--- src/rtl/stopwatch_counter.sv ---
// MM:SS BCD stopwatch core with pause button debouncer and per-digit adjust mode.
// Optional macro STOPWATCH_BTN_SYNC_EN adds a 2-flop synchronizer on pause_btn.
module stopwatch_counter #(
   parameter int DEBOUNCE_CYCLES = 16,
   parameter int DB_W            = 5
) (
   input  logic       clk,
   input  logic       rst,
   input  logic       one_hz_en,
   input  logic       two_hz_en,
   input  logic       pause_btn,
   input  logic       adj,
   input  logic [1:0] sel,
   output logic [3:0] sec0,
   output logic [2:0] sec1,
   output logic [3:0] min0,
   output logic [2:0] min1,
   output logic       paused
);

   typedef enum logic [1:0] {
      RUN    = 2'd0,
      PAUSED = 2'd1,
      ADJUST = 2'd2
   } state_t;

   state_t            state;
   state_t            state_n;
   logic              pause_flag;
   logic              flag_n;
   logic              count_en;
   logic              step_en;
   logic              btn_in;
   logic              db_level;
   logic              db_prev;
   logic [DB_W-1:0]   db_cnt;
   logic              press;

`ifdef STOPWATCH_BTN_SYNC_EN
   logic [1:0] btn_sync;

   always_ff @(posedge clk or posedge rst) begin
      if (rst) begin
         btn_sync <= 2'b00;
      end else begin
         btn_sync <= {btn_sync[0], pause_btn};
      end
   end

   assign btn_in = btn_sync[1];
`else
   assign btn_in = pause_btn;
`endif

   // The debounced level only flips once the new level has held for the full window.
   always_ff @(posedge clk or posedge rst) begin
      if (rst) begin
         db_cnt   <= '0;
         db_level <= 1'b0;
         db_prev  <= 1'b0;
      end else begin
         db_prev <= db_level;
         if (btn_in != db_level) begin
            if (db_cnt == DB_W'(DEBOUNCE_CYCLES - 1)) begin
               db_level <= btn_in;
               db_cnt   <= '0;
            end else begin
               db_cnt <= db_cnt + DB_W'(1);
            end
         end else begin
            db_cnt <= '0;
         end
      end
   end

   assign press = db_level & ~db_prev;

   always_ff @(posedge clk or posedge rst) begin
      if (rst) begin
         state      <= RUN;
         pause_flag <= 1'b0;
      end else begin
         state      <= state_n;
         pause_flag <= flag_n;
      end
   end

   // pause_flag is always 0 in RUN and 1 in PAUSED, so it doubles as the paused output.
   always_comb begin
      state_n  = state;
      flag_n   = pause_flag;
      count_en = 1'b0;
      step_en  = 1'b0;
      case (state)
         RUN: begin
            count_en = one_hz_en;
            if (adj) begin
               state_n = ADJUST;
            end else if (press) begin
               flag_n  = 1'b1;
               state_n = PAUSED;
            end
         end
         PAUSED: begin
            if (adj) begin
               state_n = ADJUST;
            end else if (press) begin
               flag_n  = 1'b0;
               state_n = RUN;
            end
         end
         ADJUST: begin
            step_en = two_hz_en;
            if (press) begin
               flag_n = ~pause_flag;
            end
            if (!adj) begin
               state_n = flag_n ? PAUSED : RUN;
            end
         end
         default: begin
            state_n = RUN;
            flag_n  = 1'b0;
         end
      endcase
   end

   assign paused = pause_flag;

   // Counting ripples carries across digits; adjust steps a single digit with no carry.
   always_ff @(posedge clk or posedge rst) begin
      if (rst) begin
         sec0 <= 4'd0;
         sec1 <= 3'd0;
         min0 <= 4'd0;
         min1 <= 3'd0;
      end else if (count_en) begin
         if (sec0 == 4'd9) begin
            sec0 <= 4'd0;
            if (sec1 == 3'd5) begin
               sec1 <= 3'd0;
               if (min0 == 4'd9) begin
                  min0 <= 4'd0;
                  min1 <= (min1 == 3'd5) ? 3'd0 : min1 + 3'd1;
               end else begin
                  min0 <= min0 + 4'd1;
               end
            end else begin
               sec1 <= sec1 + 3'd1;
            end
         end else begin
            sec0 <= sec0 + 4'd1;
         end
      end else if (step_en) begin
         case (sel)
            2'b00:   sec0 <= (sec0 == 4'd9) ? 4'd0 : sec0 + 4'd1;
            2'b01:   sec1 <= (sec1 == 3'd5) ? 3'd0 : sec1 + 3'd1;
            2'b10:   min0 <= (min0 == 4'd9) ? 4'd0 : min0 + 4'd1;
            default: min1 <= (min1 == 3'd5) ? 3'd0 : min1 + 3'd1;
         endcase
      end
   end

endmodule

--- config.mk ---
export PLATFORM = sky130hd
export DESIGN_NAME = stopwatch_counter
export DESIGN_NICKNAME = d
export VERILOG_FILES = /design/src/rtl/stopwatch_counter.sv
export SDC_FILE = /design/constraint.sdc
export NUM_CORES = 1
export LEC_CHECK = 0
export ABC_AREA = 1
export BUFFER_PORTS_ARGS = -buffer_cell sky130_fd_sc_hd__buf_2
export CAP_MARGIN = 20
export CELL_PAD_IN_SITES_DETAIL_PLACEMENT = 2
export CELL_PAD_IN_SITES_GLOBAL_PLACEMENT = 2
export CORE_MARGIN = 2
export CORE_UTILIZATION = 35
export DETAILED_ROUTE_END_ITERATION = 10
export GPL_TIMING_DRIVEN = 0
export PLACE_DENSITY = 0.88
export SLEW_MARGIN = 40
export SYNTH_ARGS = -nofsm -noshare
export SYNTH_HDL_FRONTEND = slang
export SYNTH_SLANG_ARGS = --single-unit
--- constraint.sdc ---
create_clock -name clk -period 2.15 [get_ports clk]
set_input_delay 0.43 -clock clk [delete_from_list [all_inputs] [get_ports clk]]
set_output_delay 0.43 -clock clk [all_outputs]
set_load 0.02 [all_outputs]
### Yosys cells after proc, flatten, opt, wreduce, memory -nomap -nowiden

Cells that the tools add are included.

* reduce and logical (&&, ||, !) cells: 14
* bitwise gates (word level): 3
* add/sub/neg operators: 5
* mux-type cells: 40
* eq/ne operators: 21

Operators with widths (number)
* 4-bit two-way mux: 10
* 3-bit two-way mux: 12
* 2-bit two-way mux: 5
* 5-bit two-way mux: 2
* 2-bit inequality test (second input constant): 5
* 1-bit two-way mux: 9
* 4-bit by 1-bit adder with 4-bit output (second input constant): 2
* 4-bit == test (second input constant): 2
* 2-bit by 1-bit inequality test with 1-bit output (second input constant): 4
* 4-bit AND reduction: 2
* 2-bit nonzero test: 4
* 3-bit by 1-bit adder with 3-bit output (second input constant): 2
* 3-bit == test (second input constant): 2
* 3-bit inequality test (second input constant): 2
* 2-bit one-hot mux with 3 select lines: 1
* 3-bit AND reduction: 2
* 5-bit by 1-bit adder with 5-bit output (second input constant): 1
* 5-bit by 4-bit == test with 1-bit output (second input constant): 1
* 5-bit AND reduction: 1
* 2-bit by 1-bit == test with 1-bit output (second input constant): 2
* 2-bit == test (second input constant): 2
* 2-bit logical NOT: 2
* 2-bit AND reduction: 2
* 1-bit one-hot mux with 3 select lines: 1
* 4 further kinds: 5

* output and inout port bits: 15
* input port bits: 8
* word-level logic and storage cells: 92
* register bits after elaboration: 24

### Depth between registers and ports, before layout

Gate-level depths: netlist of the first run.

* depth in word-level cells: 7
* depth in mapped cells: 8

### Worst setup path after synthesis of the first run

OpenSTA, ideal clock, no wires.

* path kind: flip-flop to flip-flop
* from: register sec0[0]
* to: register min0[1]
* arrival: 1.070 ns
* clock period less this slack: 1.188 ns
* data required time: 2.033 ns
* buffers on the path: 0
* path slack: 0.962 ns
* cell stages (with the launch flop): 8
* setup time: 0.117 ns
* path through: dfrtp_1 inv_2 nor2_4 nand2_4 nor2_8 nand2_4 nand3_1 nand2_1

* word-level cells in the longest chain between the ends: 3

RTL lines
* from (decl): RTL line 14 `output logic [3:0] sec0,`
* from (signal assigned): RTL line 152 `sec0 <= sec0 + 4'd1;`
* from (signal assigned): RTL line 156 `2'b00: sec0 <= (sec0 == 4'd9) ? 4'd0 : sec0 + 4'd1;`
* 4-bit == test: RTL line 138 `if (sec0 == 4'd9) begin`
* 2-bit by 1-bit inequality test with 1-bit output (no source line)
* 4-bit AND reduction (no source line)
* to (signal assigned): RTL line 146 `min0 <= min0 + 4'd1;`
* to (signal assigned): RTL line 158 `2'b10: min0 <= (min0 == 4'd9) ? 4'd0 : min0 + 4'd1;`
* to (decl): RTL line 16 `output logic [3:0] min0,`

Every way passes these cells.
A chain may end at the register's enable or synchronous reset.

### Worst setup path in the final report of the first run

* from: register sec0[2]
* to: output port sec0[2]

No word-level cell between the ends.

==> Implementation_results.wiki, run 1 <==
{| class="wikitable"
! Metric !! Value
|-
| Result of the run || finished clean
|-
| Critical Path Source Type || flip-flop
|-
| Total routing resource utilization after global routing || 0.180
|-
| Max Clk Rate || 720 MHz
|-
| Clock-pin transition on the worst setup and hold timing paths || 0.08 ns
|-
| Post-Syn Area || 1400 um2
|-
| Hold violation count in the final report || 0
|-
| Endpoint type of the worst setup path || primary output
|-
| Crit-path cells || buf_2
|-
| Area growth syn-to-layout || 15.1%
|-
| Die X || 67.2 um
|-
| Post-synthesis instance total || 172
|-
| Most frequent cells in the layout || nand2_1, inv_1, dfrtp_1
|-
| Overall die area || 4510 um2
|-
| Max_slew headroom || 0.653
|-
| Initial core utilization || 0.373
|-
| Clock root cell || clkbuf_8
|-
| Initial detailed-routing violation count || 17
|-
| Delay of the slowest critical-path stage || 0.48 ns
|-
| Worst Tran Pin Value || 0.520 ns
|-
| Ratio of total power to cell area || 1030 nW/um2
|-
| Global-route congestion overflow total || 0
|-
| Kind of path behind the tightest hold check || primary input to asynchronous set/reset pin
|-
| DP Wirelength || 2.85 mm
|-
| Diodes inserted || 0
|-
| Number of antenna violations at the first check in global routing || 0
|-
| Post-CTS setup repair buffer count || 0
|-
| Share of layout cells above drive strength 1 || 0.244
|-
| Detailed-route DRC error count || 0
|-
| Number of buffers created by CTS || 3
|-
| Mean routed wirelength per cell || 14.1 um
|-
| Worst voltage drop across the vdd grid || 307 uV
|-
| Insertion delay to the later sink of the worst-skew pair || between 0.2 and 0.3 ns
|-
| Die outline height || 67.2 um
|-
| Via Count || 1210
|-
| Wire length reported by the detailed router || 3.45 mm
|-
| Final antenna-violating net count || 0
|-
| Wire length of the first global-routing pass || 6.07 mm
|-
| Fraction of the yosys area taken by sequential cells || 0.430
|-
| Final TNS setup || 0 ns
|-
| Most common cell after layout, fill and taps aside || nand2_1
|-
| Number of primary I/O pins || 23
|-
| Number of vias per cell || 4.94
|-
| Cell leakage power || 0.000886 uW
|-
| Required time worst endpoint || 1.72 ns
|-
| Number of H-tree levels || 1
|-
| Last weighted congestion value of the routability-driven placer || 0.807
|-
| Fillcell total || between 400 and 500
|-
| Unrepaired setup endpoints after global routing || no
|-
| Sink Count || 24
|-
| Core Rows || 22
|-
| Number of buffer cells added on primary ports || 22
|-
| Family with the most delay on the worst path || flip-flops
|-
| Number of warning messages in the yosys log || 0
|-
| Synthesized net count || 181
|-
| Worst Path Buf+Inv || 1
|-
| Register bit count reported by yosys || 24
|-
| TritonCTS clock tree || yes
|-
| Clock Path Buffers || 2
|-
| Number of max-slew violations in the final report || 0
|-
| Hold slack || 0.192 ns
|-
| Register cell area after layout || roughly 600 um2
|-
| Area of the multi-input gates || between 600 and 700 um2
|-
| Post-cts hold buffer count || 0
|-
| Core Box Area || approximately 3700 um2
|-
| Count of cell types in the netlist || 21
|-
| Max-cap violations || 0
|-
| Layout net count || ~210
|-
| Maximum fanout count along the critical path || 5
|-
| Number of setup violations in the final report || 0
|-
| Detailed Routing Iterations Pass 1 || 3
|-
| Layout Utilization || 0.430
|-
| Type of the worst setup path || flip-flop to primary output
|-
| Tcrit/Tclk final || 0.646
|-
| CP max stage cell || dfrtp_1
|-
| Vias in the first global route || 1328
|-
| Worst clock skew on the final layout || 0.00194 ns
|-
| Worst path arrival time || 0.96 ns
|-
| Pin count of the biggest net entering global routing || 25
|-
| Average footprint of a synthesized cell || 8.13 um2
|-
| Post-cts repair resize count || 0
|-
| Period minus WS final || 1.39 ns
|}
per-stage QoR:
stage / instances / total power (uW) / worst slack [ns] / instance area [um2]
CTS: 245 / 1690 / 0.740 / 1610
detailed placement: 242 / 1420 / 0.899 / 1570
global route: 245 / 1800 / 0.713 / 1610
global placement: 242 / 1360 / 0.848 / 1570
floorplan: 172 / 1170 / 0.962 / 1400
finish: 245 / 1660 / 0.761 / 1610
where the power goes:
part	internal (uW)	total (uW)	switching, uW	leakage, uW
sequential	560	718	159	0.000304
combinational	227	673	445	0.000560
clock	126	274	148	0.0000216
total	913	1660	752	0.000886
cells by family (layout without fill, tap and decap cells):
family | count (synthesis) | in the layout | synth area share
buf+inv | 30 | 55 | 0.0806
simple gates | 95 | 95 | 0.388
xor+xnor | 5 | 5 | 0.0313
flops | 24 | 24 | 0.430
compound gates | 17 | 17 | 0.0618
fa+ha+maj | 1 | 1 | 0.00895
cell type report:
class | count | area share
Tap cell | 48 | 0.0373
Multi-Input combinational cell | 118 | 0.425
Sequential cell | 24 | 0.373
Clock buffer | 3 | 0.0257
Inverter | 30 | 0.0700
Timing Repair Buffer | 22 | 0.0684
worst paths after layout:
path	from	end	slack [ns]	cells after the start
worst max-delay path	sec0[2]	sec0[2]	0.76	1
worst min-delay path	rst	db_level	0.19	2
worst max register to register	state[0]	sec1[2]	0.89	7
worst min register to register	db_cnt[0]	db_cnt[0]	0.46	1
max in group asynchronous	rst	sec0[1]	1.61	2
min in group clk	adj	state[0]	0.34	2
layer usage:
metal / vias up / routed length [um] / GRT usage
li1: 597 / - / -
met1: 593 / 1450 / 0.213
met5: - / 0 / 0
met2: 15 / 1850 / 0.332
met3: 5 / 102 / 0.0267
met4: 0 / 44 / 0.0612
registers in the layout (all words and copies together), names as in the netlist:
signal	cells
paused	1
state	2
sec1	3
min0	4
db_level	1
db_cnt	5
min1	3
db_prev	1
sec0	4
synth_stat cells (all sizes together):
master  instances  area share
nand4           2      0.0090
nor3            3       0.011
ha              1      0.0090
inv            30       0.081
dfrtp          24        0.43
o21ai          13       0.047
a21oi           3       0.011
o22ai           1      0.0045
xor2            5       0.031
nand2          47        0.16
and3            1      0.0045
nor2           15       0.074
nand3          27        0.13
(Power assumes the default switching activity.)
==> inputs of run 2 (changes only) <==
Settings changed: CORE_UTILIZATION 35 to 32, PLACE_DENSITY 0.88 to 0.82.
Clock period 2.15 ns to 1.3 ns, I/O delays scaled along.
==> run 2 against run 1 <==
Against the previous run:
- via count rose by 2.2%
- hold slack lost 0.18 ns
- global-route usage is 2.3 points lower
- sequential share of layout area decreased by 1.9 points
- final cell count grew 4.1%
- design area increased by 5.8%
- clock-buffer cell count did not move
- largest cell class unchanged
- flip-flop and latch count did not move
- highest routed layer unchanged
- sequential power grew 66%
- clock skew rose by 0.0032 ns
- non-clock buffer count is 5 higher
- combinational power increased by 74%
==> Implementation_results.wiki, run 2 (synthesis results as in run 1) <==
{| class="wikitable"
! Metric !! Value
|-
| Sink Count || 24
|-
| Clock Power Share || 0.222
|-
| Result of the run || finished clean
|-
| Worst clock skew on the final layout || between 0.005 and 0.006 ns
|-
| Number of vias per cell || 4.85
|-
| Cell leakage power || 0.000924 uW
|-
| Clock root cell || clkbuf_8
|-
| Core Box Area || 4290 um2
|-
| Hold violation count in the final report || 0
|-
| CP max stage cell || dfrtp_1
|-
| Number of buffer cells added on primary ports || 22
|-
| Pin count of the biggest net entering global routing || 25
|-
| Post-placement worst setup slack || around 0.054 ns
|-
| Die X || 70.1 um
|-
| Critical Path Source Type || flip-flop
|-
| Unrepaired setup endpoints after global routing || no
|-
| Detailed-route DRC error count || 0
|-
| Insertion delay to the later sink of the worst-skew pair || roughly 0.27 ns
|-
| Die outline height || 70.1 um
|-
| Fraction of power consumed by sequential logic || 0.393
|-
| Last weighted congestion value of the routability-driven placer || 0.815
|-
| Most frequent cells in the layout || nand2_1, inv_1, dfrtp_1, buf_2, nand3_1
|-
| Period minus WS final || around 1.2 ns
|-
| Top routing layer in use || met4
|-
| Detailed Routing Iterations Pass 1 || 4
|-
| Most common cell after layout, fill and taps aside || nand2_1
|-
| Global-route congestion overflow total || 0
|-
| Wire length on met3 || between 80 and 90 um
|-
| Overall die area || 4910 um2
|-
| Switching portion of total power || 0.428
|-
| Largest regs || db_cnt x5, min0 x4, sec0 x4
|-
| Kind of path behind the tightest hold check || primary input to asynchronous set/reset pin
|-
| Delay of the slowest critical-path stage || a little under 0.5 ns
|-
| Via Count || roughly 1200
|-
| Standard cell area after detailed placement || approximately 1600 um2
|-
| Area of the multi-input gates || 702 um2
|-
| Layout Cell Area excl Fill || 1700 um2
|-
| Required time worst endpoint || roughly 1.0 ns
|-
| Wire length of the first global-routing pass || 6.17 mm
|-
| Max-cap violations || 0
|-
| DP Wirelength || 2.82 mm
|-
| Routed length on met1 || 1.53 mm
|-
| Flip-flop count of the largest register, all copies and words added || 5
|-
| Initial detailed-routing violation count || 20
|-
| Number of max-slew violations in the final report || 0
|-
| Clock-pin transition on the worst setup and hold timing paths || 0.09 ns
|-
| Max_slew headroom || 0.643
|-
| Number of H-tree levels || 1
|-
| Vias in the first global route || 1334
|-
| Cell internal pwr || 1740 uW
|-
| TritonCTS clock tree || yes
|-
| Mean routed wirelength per cell || about 14 um
|-
| Clock Path Buffers || 2
|-
| Type of the worst setup path || flip-flop to primary output
|-
| Final TNS setup || 0 ns
|-
| Wire length reported by the detailed router || ~3.6 mm
|-
| Tcrit/Tclk final || 0.952
|-
| Initial core utilization || 0.325
|-
| Worst Setup Slack, final || 0.0621 ns
|-
| Family with the most delay on the worst path || flip-flops
|-
| Detail Route met2 WL || between 1.5 and 2 mm
|-
| Crit-path cells || buf_2
|-
| Number of setup violations in the final report || 0
|-
| Maximum fanout count along the critical path || 7
|-
| Register cell area after layout || 603 um2
|-
| Worst voltage drop across the vdd grid || about 500 uV
|-
| Relative contribution of combinational cells to total power || 0.385
|-
| Net load switching power || 1300 uW
|-
| Area growth syn-to-layout || 21.8%
|-
| Endpoint type of the worst setup path || primary output
|-
| Worst Path Buf+Inv || 1
|-
| Number of antenna violations at the first check in global routing || 0
|-
| Register ranked first by flip-flop count || db_cnt
|-
| Share of layout cells above drive strength 1 || 0.300
|-
| Fillcell total || 509
|-
| Max Clk Rate || roughly 800 MHz
|-
| Worst Tran Pin Value || 0.535 ns
|-
| Final antenna-violating net count || 0
|-
| Number of buffers created by CTS || 3
|-
| Worst path arrival time || 0.98 ns
|-
| Core Rows || 24
|-
| Layout net count || 213
|-
| Diodes inserted || 0
|-
| Number of primary I/O pins || 23
|-
| Ratio of total power to cell area || 1790 nW/um2
|-
| Total routing resource utilization after global routing || 0.157
|}
-- run 2: cell count changes in the layout (fill, tap and decap cells not counted), sizes merged --
cell	change
buf	+5
bufinv	+1
-- run 2: layout make-up --
| type | instances | share of cell area |
|---|---|---|
| repair buffers | 27 | 0.0868 |
| clock buffers | 3 | 0.0243 |
| multi-input cells | 118 | 0.413 |
| inverters | 30 | 0.0662 |
| flip-flops and latches | 24 | 0.354 |
| well taps | 52 | 0.0382 |
| clock inverters | 1 | 0.0176 |
-- run 2: per-stage QoR --
step | hold WS (ns) | cells | utilization | power, uW
6_report | 0.0157 | 255 | 0.396 | 3040
5_1_grt | 0.0502 | 255 | 0.396 | 3280
4_1_cts | 0.0370 | 250 | 0.383 | 3040
3_5_place_dp | 0.346 | 246 | 0.366 | 2340
3_3_place_gp | 0.434 | 246 | 0.366 | 2250
2_1_floorplan | 0.275 | 172 | - | 1930
-- run 2: power groups by stage --
stage	clock [uW]	sequential [uW]	combinational (uW)
floorplan	0	1360	573
global placement	0	1180	1070
detailed placement	0	1210	1140
CTS	692	1190	1160
global route	727	1230	1320
finish	677	1190	1170
-- run 2: layer usage --
metal  global-route usage  vias up
li1                     -      605
met2                0.294       16
met4               0.0449        0
met1                0.183      612
met3               0.0245        4
met5                    0        -
-- run 2: timing repair --
action | in CTS | in global routing
hold buffers | 0 | 0
gates resized for setup | 0 | 7
endpoints found under the setup margin | 0 | 12
buffers inserted | 0 | 5
-- run 2: final timing paths --
kind,from,end,slack [ns],cells past startpoint
max,sec1[0],sec1[0],0.06,1
min,rst,db_cnt[0],0.02,2
max reg2reg,state[1],min0[1],0.07,7
min reg2reg,db_cnt[2],db_cnt[2],0.49,1
max in group asynchronous,rst,state[1],0.89,2
min in group clk,adj,state[0],0.16,2
